$ cat src/rtl/load_store_unit_pkg.sv
// Shared definitions for the RV32I memory-stage load/store unit:
// funct3 codes, result codes, FSM state encodings and lane helpers.
package load_store_unit_pkg;

  localparam logic [2:0] F3_B  = 3'b000;
  localparam logic [2:0] F3_H  = 3'b001;
  localparam logic [2:0] F3_W  = 3'b010;
  localparam logic [2:0] F3_BU = 3'b100;
  localparam logic [2:0] F3_HU = 3'b101;

  typedef enum logic [1:0] {
    ERR_OK       = 2'b00,
    ERR_MISALIGN = 2'b01,
    ERR_FUNCT3   = 2'b10,
    ERR_TIMEOUT  = 2'b11
  } lsu_err_e;

  localparam logic [1:0] ST_IDLE = 2'b00;
  localparam logic [1:0] ST_REQ  = 2'b01;
  localparam logic [1:0] ST_WAIT = 2'b10;
  localparam logic [1:0] ST_DONE = 2'b11;

  // Unsigned variants only exist for loads; stores accept B/H/W alone.
  function automatic logic f3_illegal(input logic [2:0] f3, input logic is_store);
    case (f3)
      F3_B, F3_H, F3_W: f3_illegal = 1'b0;
      F3_BU, F3_HU:     f3_illegal = is_store;
      default:          f3_illegal = 1'b1;
    endcase
  endfunction

  // size: funct3[1:0] (00 byte, 01 half, 10 word)
  function automatic logic misaligned(input logic [1:0] size, input logic [1:0] off);
    case (size)
      2'b01:   misaligned = off[0];
      2'b10:   misaligned = (off != 2'b00);
      default: misaligned = 1'b0;
    endcase
  endfunction

  function automatic logic [3:0] lane_sel(input logic [1:0] size, input logic [1:0] off);
    case (size)
      2'b00:   lane_sel = 4'b0001 << off;
      2'b01:   lane_sel = off[1] ? 4'b1100 : 4'b0011;
      default: lane_sel = 4'b1111;
    endcase
  endfunction

  function automatic logic [31:0] store_replicate(input logic [1:0] size, input logic [31:0] data);
    case (size)
      2'b00:   store_replicate = {4{data[7:0]}};
      2'b01:   store_replicate = {2{data[15:0]}};
      default: store_replicate = data;
    endcase
  endfunction

endpackage

$ cat src/rtl/load_store_unit_load_align.sv
// Load data formatter: picks the addressed byte/half out of the bus word
// and sign- or zero-extends it according to funct3.
module lsu_load_align
  import load_store_unit_pkg::*;
(
  input  logic [31:0] raw_i,
  input  logic [1:0]  off_i,
  input  logic [2:0]  funct3_i,
  output logic [31:0] data_o
);

  logic [15:0] shifted;

  assign shifted = 16'(raw_i >> {off_i, 3'b000});

  always_comb begin
    data_o = '0;
    case (funct3_i)
      F3_B:    data_o = {{24{shifted[7]}}, shifted[7:0]};
      F3_BU:   data_o = {24'h0, shifted[7:0]};
      F3_H:    data_o = {{16{shifted[15]}}, shifted[15:0]};
      F3_HU:   data_o = {16'h0, shifted[15:0]};
      F3_W:    data_o = raw_i;
      default: data_o = '0;
    endcase
  end

endmodule

$ cat src/rtl/load_store_unit.sv
// Memory-stage load/store engine: one pipelined Wishbone transaction per
// MEM-stage request, with fault checks, lane steering and ack timeout.
module load_store_unit
  import load_store_unit_pkg::*;
#(
  parameter int AW      = 13,
  parameter int TIMEOUT = 16
) (
  input  logic          i_clk,
  input  logic          i_rst_n,
  input  logic          i_req,
  input  logic          i_is_store,
  input  logic [2:0]    i_funct3,
  input  logic [31:0]   i_addr,
  input  logic [31:0]   i_store_data,
  output logic          o_stall,
  output logic          o_done,
  output logic [31:0]   o_load_data,
  output logic [1:0]    o_err_code,
  output logic          o_wb_cyc,
  output logic          o_wb_stb,
  output logic          o_wb_we,
  output logic [AW-1:0] o_wb_addr,
  output logic [31:0]   o_wb_data,
  output logic [3:0]    o_wb_sel,
  input  logic [31:0]   i_wb_data,
  input  logic          i_wb_ack,
  input  logic          i_wb_stall
);

  localparam int CW = (TIMEOUT < 2) ? 1 : $clog2(TIMEOUT + 1);

  logic [1:0]    state_q, state_d;
  logic [CW-1:0] cnt_q, cnt_d;
  logic          cyc_q, cyc_d;
  logic          stb_q, stb_d;
  logic          we_q, we_d;
  logic [AW-1:0] addr_q, addr_d;
  logic [31:0]   wdata_q, wdata_d;
  logic [3:0]    sel_q, sel_d;
  logic [2:0]    f3_q, f3_d;
  logic          done_q, done_d;
  logic [31:0]   ldata_q, ldata_d;
  logic [1:0]    err_q, err_d;

  logic [31:0]   aligned;
  logic [CW-1:0] cnt_inc;
  logic          timeout_hit;
  logic          bus_accepted;
  logic          unused_addr_bits;

  assign unused_addr_bits = ^i_addr[31:AW];

  lsu_load_align u_load_align (
    .raw_i    (i_wb_data),
    .off_i    (addr_q[1:0]),
    .funct3_i (f3_q),
    .data_o   (aligned)
  );

  assign cnt_inc      = cnt_q + CW'(1);
  assign timeout_hit  = (TIMEOUT != 0) && (cnt_inc == CW'(TIMEOUT));
  // An ack only counts once the strobe has been taken (stall low in REQ).
  assign bus_accepted = (state_q == ST_WAIT) || !i_wb_stall;

  always_comb begin
    state_d = state_q;
    cnt_d   = cnt_q;
    cyc_d   = cyc_q;
    stb_d   = stb_q;
    we_d    = we_q;
    addr_d  = addr_q;
    wdata_d = wdata_q;
    sel_d   = sel_q;
    f3_d    = f3_q;
    done_d  = 1'b0;
    ldata_d = ldata_q;
    err_d   = err_q;
    case (state_q)
      ST_IDLE: begin
        cnt_d = '0;
        if (i_req) begin
          if (f3_illegal(i_funct3, i_is_store)) begin
            err_d   = ERR_FUNCT3;
            ldata_d = '0;
            done_d  = 1'b1;
            state_d = ST_DONE;
          end else if (misaligned(i_funct3[1:0], i_addr[1:0])) begin
            err_d   = ERR_MISALIGN;
            ldata_d = '0;
            done_d  = 1'b1;
            state_d = ST_DONE;
          end else begin
            cyc_d   = 1'b1;
            stb_d   = 1'b1;
            we_d    = i_is_store;
            addr_d  = i_addr[AW-1:0];
            wdata_d = store_replicate(i_funct3[1:0], i_store_data);
            sel_d   = lane_sel(i_funct3[1:0], i_addr[1:0]);
            f3_d    = i_funct3;
            state_d = ST_REQ;
          end
        end
      end
      ST_REQ, ST_WAIT: begin
        if (bus_accepted && i_wb_ack) begin
          cyc_d   = 1'b0;
          stb_d   = 1'b0;
          ldata_d = we_q ? 32'h0 : aligned;
          err_d   = ERR_OK;
          done_d  = 1'b1;
          state_d = ST_DONE;
        end else if (timeout_hit) begin
          cyc_d   = 1'b0;
          stb_d   = 1'b0;
          ldata_d = '0;
          err_d   = ERR_TIMEOUT;
          done_d  = 1'b1;
          state_d = ST_DONE;
        end else begin
          cnt_d = cnt_inc;
          if (state_q == ST_REQ && !i_wb_stall) begin
            stb_d   = 1'b0;
            state_d = ST_WAIT;
          end
        end
      end
      ST_DONE: state_d = ST_IDLE;
      default: state_d = ST_IDLE;
    endcase
  end

  always_ff @(posedge i_clk or negedge i_rst_n) begin
    if (!i_rst_n) begin
      state_q <= ST_IDLE;
      cnt_q   <= '0;
      cyc_q   <= 1'b0;
      stb_q   <= 1'b0;
      we_q    <= 1'b0;
      addr_q  <= '0;
      wdata_q <= '0;
      sel_q   <= '0;
      f3_q    <= '0;
      done_q  <= 1'b0;
      ldata_q <= '0;
      err_q   <= '0;
    end else begin
      state_q <= state_d;
      cnt_q   <= cnt_d;
      cyc_q   <= cyc_d;
      stb_q   <= stb_d;
      we_q    <= we_d;
      addr_q  <= addr_d;
      wdata_q <= wdata_d;
      sel_q   <= sel_d;
      f3_q    <= f3_d;
      done_q  <= done_d;
      ldata_q <= ldata_d;
      err_q   <= err_d;
    end
  end

  assign o_stall     = i_req && (state_q != ST_DONE);
  assign o_done      = done_q;
  assign o_load_data = ldata_q;
  assign o_err_code  = err_q;
  assign o_wb_cyc    = cyc_q;
  assign o_wb_stb    = stb_q;
  assign o_wb_we     = we_q;
  assign o_wb_addr   = addr_q;
  assign o_wb_data   = wdata_q;
  assign o_wb_sel    = sel_q;

endmodule

$ cat config.mk
export PLATFORM = sky130hd
export DESIGN_NAME = load_store_unit
export DESIGN_NICKNAME = d
export VERILOG_FILES = /design/src/rtl/load_store_unit_pkg.sv /design/src/rtl/load_store_unit_load_align.sv /design/src/rtl/load_store_unit.sv
export SDC_FILE = /design/constraint.sdc
export NUM_CORES = 1
export LEC_CHECK = 0
export BUFFER_PORTS_ARGS = -buffer_cell sky130_fd_sc_hd__buf_2
export CORE_AREA = 2 2 112 114
export DETAILED_ROUTE_END_ITERATION = 8
export DIE_AREA = 0 0 114 116
export PLACE_DENSITY = 0.72
export SYNTH_ARGS = -nofsm -noshare
export SYNTH_HDL_FRONTEND = slang
export SYNTH_SLANG_ARGS = --single-unit
$ cat constraint.sdc
create_clock -name i_clk -period 3.6 [get_ports i_clk]
set_clock_uncertainty 0.1 [all_clocks]
set_input_delay 0.36 -clock i_clk [delete_from_list [all_inputs] [get_ports i_clk]]
set_output_delay 0.36 -clock i_clk [all_outputs]
set_load 0.01 [all_outputs]
==> results by stage, run 1 <==
Status:
- The run finished with clean final reports.

Timing:
- Setup repair after global routing left no endpoint under its margin.
- The minimum clock period is 2760 ps.
- The count of final max-slew check failures is 0.
- The final total negative setup slack is 0 ps.
- Derived from the worst setup path, the maximum achievable clock frequency is about 360 MHz.
- The final count of negative-setup-slack endpoints is 0.
- The actual transition at the worst max-transition pin is 902 ps.
- The final period utilization is around three quarters.
- The final hold violation count is 0.
- The tightest hold path in the finished design has a slack of 153 ps.
- The tightest slew margin relative to the limit is ~40%.

Routing:
- Dividing the detail-routed wire length by the instance count gives 17.7 um.
- The detailed router put a total of ~6000 um of wire on met1.
- The count of vias placed by the detailed router is 4731.
- Signal routing reaches up to met4.
- The first routing iteration left a little over 300 violations.
- The routed design has 14500 um of wire.
- The count of nets left with antenna violations after detail routing is 0.
- The DRC violation count after routing is 0.
- After detailed routing, the met3 layer carries 1160 um of wire.
- After detailed routing, the met2 layer carries 6890 um of wire.
- The first detailed-routing pass took 5 iterations.
- In the routed layout, each cell is associated on average with a via count of 5.79.

Worst hold path:
- The min-delay analysis places its worst path in the category primary input to flop.

Layout:
- Relative to the synthesized area, the layout overhead comes to 23.3%.
- The fill cell total of the finished layout is ~1100.
- The fraction of layout instances using a drive strength above 1 is 36.9%.
- The diode insertion count for antenna repair is 0.
- In the final layout, the multi-input gates occupy 0.00257 mm^2.
- After the last flow step, the layout net total stands at 780.
- Across the whole layout, storage elements account for 0.00243 mm^2.
- The utilization of the core after routing is 54.6%.

Global routing:
- After global routing the overflow that remains totals 0.
- The overall fraction of global-route tracks in use is 22.4%.
- The number of global-route vias before repair is 4528.
- Entering global routing, the biggest net connects 56 pins.
- The first-pass GRT wire length is 23400 um.
- The initial antenna violation count came to 0.

Worst setup path:
- The maximum fanout along the worst path is 32.
- For flop-to-flop paths, the worst setup slack is 840 ps.
- STA puts the critical path data arrival time at 2880 ps.
- The setup path with the least slack is of type flop to flop.
- STA classifies the critical path startpoint as a flop.
- The critical path endpoint category is a flop.
- The endpoint required time on the critical path is 3720 ps.

Pwr:
- The static leakage is 3.09 nW.
- Sequential cells account for 34.7% of the total power.
- The maximum vdd ir drop is 0.357 mV.
- Of the total power, combinational logic draws around half.
- The clock group share of total power is between 10% and 20%.
- The power density over the cells is around 850 mW/mm^2.
- The switching power is 2.32 mW.
- Cell internal power was estimated by the tool at 3.25 mW.
- The net switching share of the total power is 41.7%.
- The power after layout is between 5 and 6 mW.

Synthesis:
- Summing the sequential cell areas from Yosys gives 46.0% of the chip area.
- dfrtp_1 is the most common cell in the netlist.
- The gate count of the mapped netlist is 512.
- The share of flip-flops with an asynchronous set or reset is 100%.
- Among all flip-flop cells after synthesis, the most frequent one is dfrtp_1.
- The leading area contributor after synthesis is dfrtp_1.
- The average instance in the mapped netlist occupies 10.3 um^2.
- The Yosys step of the flow raised 0 warnings.
- After synthesis, the most frequently instantiated cells are dfrtp_1 (97), nor2_1 (45), a21oi_1 (43), mux2_2 (30), nand2_1 (26).
- The top cell type by area accounts for 46.0% of the synthesized area.
- The number of library cell types mapped by synthesis is 57.
- In this run, synthesis inferred 0 flip-flops with an integrated enable.
- The synthesized netlist net count is 626.
- Counting flops and latches in the post-synthesis netlist gives 97.
- After synthesis, the cell types taking the most area are dfrtp_1 (46%), mux2_2 (6.4%), a21oi_1 (4.1%).
- The cell area after synthesis is 0.00528 mm^2.

Clock network:
- The number of buffers created by CTS is 9.
- The clock drives 97 sinks.
- The H-tree level count is 3.
- After clock tree synthesis, the clock-pin slew on the worst setup and hold paths is ~70 ps.
- The clock passes through at most 2 buffers.
- Buffers added to address setup during post-CTS repair amount to 0.
- The clock latency on the worst-skew pair is 340 ps.
- The library cell used as clock root buffer is clkbuf_16.
- The CTS tree is built.

Floorplan:
- The floorplan has 40 rows.
- During I/O placement, the number of pins put on the boundary was 193.
- In this run the horizontal extent of the chip is 114 um.
- The die covers 0.0132 mm^2.
- The placeable core area is 0.0119 mm^2.
- For this configuration, the core starts out at a cell density of between 40 and 50%.
- The height of the die is about 120 um.

Placement:
- The detailed placer's ending HPWL is 10500 um.
- The count of buffers added on input and output ports is 173.
- Routability-driven placement finished with a final weighted congestion of ~0.95.

Flow run:
- The number of maximum-capacitance constraint violations is 0.
## worst paths after layout
kind	start	end	cells after the start
hold reg to reg	o_load_data[3]	o_load_data[3]	1
max in group asynchronous	i_rst_n	o_wb_we	3
setup reg to reg	state_q[0]	o_load_data[15]	8
hold / removal	i_addr[7]	o_wb_addr[7]	2
setup / recovery	state_q[0]	o_load_data[15]	8
min in group asynchronous	i_rst_n	o_load_data[21]	2
## area by class of cell
class	count	share of cell area, %
Inverter	17	0.981
Multi-Input combinational cell	355	39.6
Sequential cell	97	37.3
Clock buffer	11	3.58
Timing Repair Buffer	186	15.1
Clock inverter	4	0.692
Tap cell	147	2.83
## worst max-delay path: stages (launching register included)
cell,delay [ps]
dfrtp_1,410
inv_1,120
ha_1,300
clkinv_1,320
nor2_1,340
a311oi_4,100
buf_4,210
o21ai_4,310
mux2_2,410
## power groups by stage
| stage | logic (mW) | clock network (mW) | registers (mW) |
|---|---|---|---|
| floorplan | 1.78 | 0 | 2.00 |
| finish | 2.70 | 0.931 | 1.93 |
| detailed placement | 2.68 | 0 | 1.94 |
| CTS | 2.70 | 0.951 | 1.93 |
| global route | 2.99 | 0.990 | 2.01 |
| global placement | 2.63 | 0 | 1.91 |
## metrics by stage
step                std cells  setup WS, ps  cell area, um^2
floorplan                 512          1440             5280
global placement          801           759             6220
detailed placement        801           701             6220
CTS                       817           863             6510
global route              817           694             6510
finish                    817           838             6510
## per-layer routing
metal,up-vias,global-route usage (%)
met4,0,9.76
met2,202,35.2
met3,39,6.17
met5,-,0
li1,2211,-
met1,2279,29.3
## placed cells by master (no fill, tap or decap), types with 3 or more instances in the layout
master     netlist  layout
a21oi_1         43      43
a221oi_1         8       8
a22o_1          17      17
a22oi_1         23      23
a31oi_1         15      15
and3_1           5       5
buf_2           14     172
buf_4            5      12
clkbuf_16        0       9
clkinv_2         0       3
dfrtp_1         97      97
ha_1             9       9
inv_1           16      16
mux2_2          30      30
mux2i_1          9       9
mux4_2           7       7
nand2_1         26      26
nand2b_1         5       5
nand3_1          4       4
nor2_1          45      45
nor2b_1         11      11
nor3_1           4       4
o211ai_1         7       7
o21ai_0         25      25
o22ai_1         10      10
o2bb2ai_1       15      15
or2_2            3       3
## state kept, by name (all words and copies together), names as in the netlist
register     flops
state_q          2
o_wb_stb         1
o_err_code       2
o_wb_addr       13
f3_q             3
o_load_data     32
o_wb_we          1
o_wb_cyc         1
o_wb_sel         4
o_wb_data       32
cnt_q            5
o_done           1
## timing repair
action                                  in CTS  in global routing
hold buffers                                 1                  0
resized for setup                            0                  0
endpoints found under the setup margin       0                  0
endpoints found under the hold margin       53                  0
## cell families (layout without fill, tap and decap cells)
group	Yosys count	after routing	synth area share, %
DFF	97	97	46.0
adders and majority gates	9	9	2.13
and+or+nand+nor	118	118	11.2
buffers and inverters	60	218	5.24
muxes	46	46	11.1
AOI/OAI and AO/OA	182	182	24.3
(Power assumes the default switching activity.)
==> inputs of run 2 (changes only) <==
- ABC_AREA: default -> 1
- PLACE_DENSITY: 0.72 -> 0.73
- clock period: 3.6 -> 2.6 ns (I/O delays scaled with it)
==> run 2 against run 1 <==
Net effect: register-to-register slack worse by 390 ps; global-route usage is 0.68 points higher; clock power is 47% higher; first-iteration DRC count is 13% lower; core utilization is 1.6 points higher; combinational power is 37% higher; design area is 2.9% higher; synthesized area is 1.1% higher; worst setup slack worse by 390 ps; cell count is 29% higher; sequential share of layout area is 1.1 points lower; highest routed layer unchanged.
==> results by stage, run 2 <==
Clock network:
- The H-tree level count is 3.
- After clock tree synthesis, the setup repair step added 0 buffers.
- The clock drives 97 sinks.
- The CTS tree is built.
- TritonCTS created 9 clock buffers.
- CTS placed an instance of clkbuf_16 at the clock tree root.
- The clock latency on the worst-skew pair is 350 ps.
- The clock-pin slew of the registers on the worst-case setup and hold paths is ~70 ps.
- The longest clock path from root to sink contains 2 buffers.

Floorplan:
- In this run the standard cell core region covers ~0.012 mm^2.
- The floorplan has 40 rows.
- The initial utilization of the core area, before any placement, comes to 44.8%.
- The area of the die is around 0.013 mm^2.
- The die is about 120 um tall.
- The die width is between 100 and 150 um.
- During I/O placement, the number of pins put on the boundary was slightly below 200.

Synthesis:
- The predominant post-synthesis flop cell is dfrtp_1.
- The number of register bits inferred by synthesis is 97.
- Yosys mapped a number of flops with a built-in enable equal to 0.
- The leading area contributor after synthesis is dfrtp_1.
- The total of warnings raised by yosys is 0.
- The average size of a mapped cell is 7.25 um^2.
- In this run the biggest area consumer among cell types represents between 40 and 50% of the synthesized area.
- After synthesis, the cell types taking the most area are dfrtp_1 (46%), nand2_1 (22%), o21ai_0 (5.4%).
- The commonest cells after synthesis are nand2_1 (315), dfrtp_1 (97), o21ai_0 (58), nand3_1 (54), inv_1 (51).
- The share of flip-flops with an asynchronous set or reset is 100%.
- The number of library cell types mapped by synthesis is 29.
- After synthesis, flip-flops and latches occupy 45.5% of the total area.
- The cell area that synthesis handed to floorplanning was 0.00533 mm^2.
- Synthesis handed over a netlist of 736 instances.
- When the netlist entered floorplanning its net count stood at 850.
- The most common cell in the netlist is nand2_1.

Pwr:
- The power after layout is 7.63 mW.
- The sequential power share is 33.8%.
- The maximum vdd ir drop is between 0.5 and 0.6 mV.
- Summed over all cells, the static leakage comes to approximately 3.7 nW.
- The power density over the cells is 1140 mW/mm^2.
- Summed over all nets, the switching power comes to 3.38 mW.
- The net switching share of the total power is 44.3%.
- The combinational group share of total power is 48.3%.
- The clock network is responsible for between 10% and 20% of the overall power.
- The internal power is 4.25 mW.

Worst hold path:
- The startpoint of the tightest hold check path is i_addr[7].
- The worst hold path belongs to the class primary input to flop.
- The depth of the worst hold-timing path is 3.
- The worst hold endpoint is o_wb_addr[7].

Global routing:
- The largest net degree at the start of global routing is 57.
- The initial antenna violation count came to 0.
- The number of global-route vias before repair is 4872.
- The final global-route overflow total is 0.
- The first-pass GRT wire length is 23800 um.
- Global routing consumed, over all layers together, between 20 and 25% of the routing resources.

Layout:
- The fraction of layout instances using a drive strength above 1 is 25.4%.
- Leaving out fill and tap cells, the most frequent cell in the layout is nand2_1.
- The area growth from synthesis to layout is 25.6%.
- The net count of the finished layout is 1020.
- In the layout the commonest cells are nand2_1 (315), buf_2 (172), dfrtp_1 (97), o21ai_0 (58), nand3_1 (54).
- Fill cells in the final layout number 1174.
- The final standard cell count with taps included and fillers excluded is 1058.
- In the final layout, the multi-input gates occupy 0.00248 mm^2.
- Across the whole layout, storage elements account for 0.00243 mm^2.
- The finished cells cover 0.00670 mm^2.

Placement:
- The standard cell area after detailed placement is 0.00630 mm^2.
- At the end of routability-driven placement, the weighted congestion stood at 0.945.
- The detailed placer's ending HPWL is 10700 um.
- Input and output buffers added on the ports amount to 173.
- After detailed placement, the design holds a cell count of 1033.

Worst setup path:
- The critical path endpoint category is a flop.
- The terminus of the critical flop-to-flop path is o_load_data[12].
- The internal reg-to-reg setup slack is 450 ps.
- STA puts the critical path data arrival time at approximately 2300 ps.
- The startpoint identified for the worst register-to-register timing path is state_q[0].
- The category of the critical setup timing path is flop to flop.
- The maximum fanout along the worst path is 47.
- The startpoint type of the worst setup path is a flop.
- STA puts the critical path data required time at ~2800 ps.
- For the worst flop-to-flop path, the logic depth is 9.

Routing:
- The first routing iteration left ~260 violations.
- After detailed routing, the total wire length is 14500 um.
- The count of nets left with antenna violations after detail routing is 0.
- The pre-antenna-repair detailed-routing pass consisted of 4 iterations.
- The DRC violation count after routing is 0.
- The mean number of vias per cell is 4.95.
- The count of vias placed by the detailed router is 5238.
- In the final routed layout, each cell accounts on average for about 14 um.

Timing:
- Setup repair after global routing left no endpoint under its margin.
- The final total negative setup slack is 0 ps.
- The final count of negative-setup-slack endpoints is 0.
- For the pin with the worst max-slew slack, the measured transition is 723 ps.
- The tightest slew margin relative to the limit is 51.7%.
- The worst path uses 82.8% of the clock period.
- The highest clock rate is 464 MHz.
- The count of final max-slew check failures is 0.
- The final hold slack is ~16 ps.
- The final hold violation count came to 0.
- For the finished layout, the period the worst path requires is about 2200 ps.

Flow run:
- The tool flagged a number of max-cap violations equal to 0.

Status:
- The run finished with clean final reports.
run 2: per-layer routing:
layer  global-route usage [%]  share of wire (%)  up-vias
li1                         -                  -     2664
met1                     29.5                 44     2368
met2                     37.6                 46      181
met3                     5.91                7.6       25
met4                     9.43                2.5        0
met5                        0                  0        -
run 2: how the worst max path moves through the flow:
stage | from | endpoint | slack (ps) | cells after the start
3_3_place_gp | state_q[0] | o_load_data[13] | 510 | 8
5_1_grt | state_q[0] | o_load_data[19] | 240 | 9
4_1_cts | state_q[0] | o_load_data[12] | 440 | 9
2_1_floorplan | state_q[0] | o_load_data[21] | 790 | 9
3_5_place_dp | state_q[0] | o_load_data[12] | 450 | 9
6_report | state_q[0] | o_load_data[12] | 450 | 9
run 2: worst max-delay path, cell delays in order (launching register included):
cell	delay (ps)
dfrtp_1	390
inv_1	80
ha_1	370
inv_2	110
nor2_1	250
nand2_2	140
nand2_4	190
buf_12	240
nand2_1	70
o21ai_1	90
run 2: power by group through the flow:
stage / registers [mW] / logic (mW) / clock network (mW)
finish: 2.58 / 3.69 / 1.37
global route: 2.66 / 4.20 / 1.47
CTS: 2.57 / 3.72 / 1.39
detailed placement: 2.57 / 3.71 / 0
global placement: 2.58 / 3.63 / 0
floorplan: 2.75 / 2.39 / 0
run 2: cell families after synthesis:
logic type | Yosys count | share of synthesized area, %
flops | 97 | 45.5
compound gates | 121 | 12.3
buf+inv | 94 | 7.98
simple gates | 415 | 32.1
fa+ha+maj | 9 | 2.11
run 2: what timing repair did:
item,4_1_cts,5_1_grt
gates resized for setup,0,0
setup endpoints to repair,0,0
hold buffers,9,0
endpoints found under the hold margin,49,0
run 2: cell type report:
cell class	count	share of cell area, %
diodes	1	0.0374
clock buffers	10	3.57
clock inverters	5	0.972
inverters	58	3.25
multi-input cells	545	37.0
flip-flops and latches	97	36.2
well taps	147	2.75
repair buffers	195	16.1
run 2: per-stage QoR:
stage	util (%)	worst slack [ps]
after detailed placement	52.9	453
after global placement	52.9	507
after floorplan	-	794
final	56.2	447
after CTS	56.2	438
after global routing	56.2	237
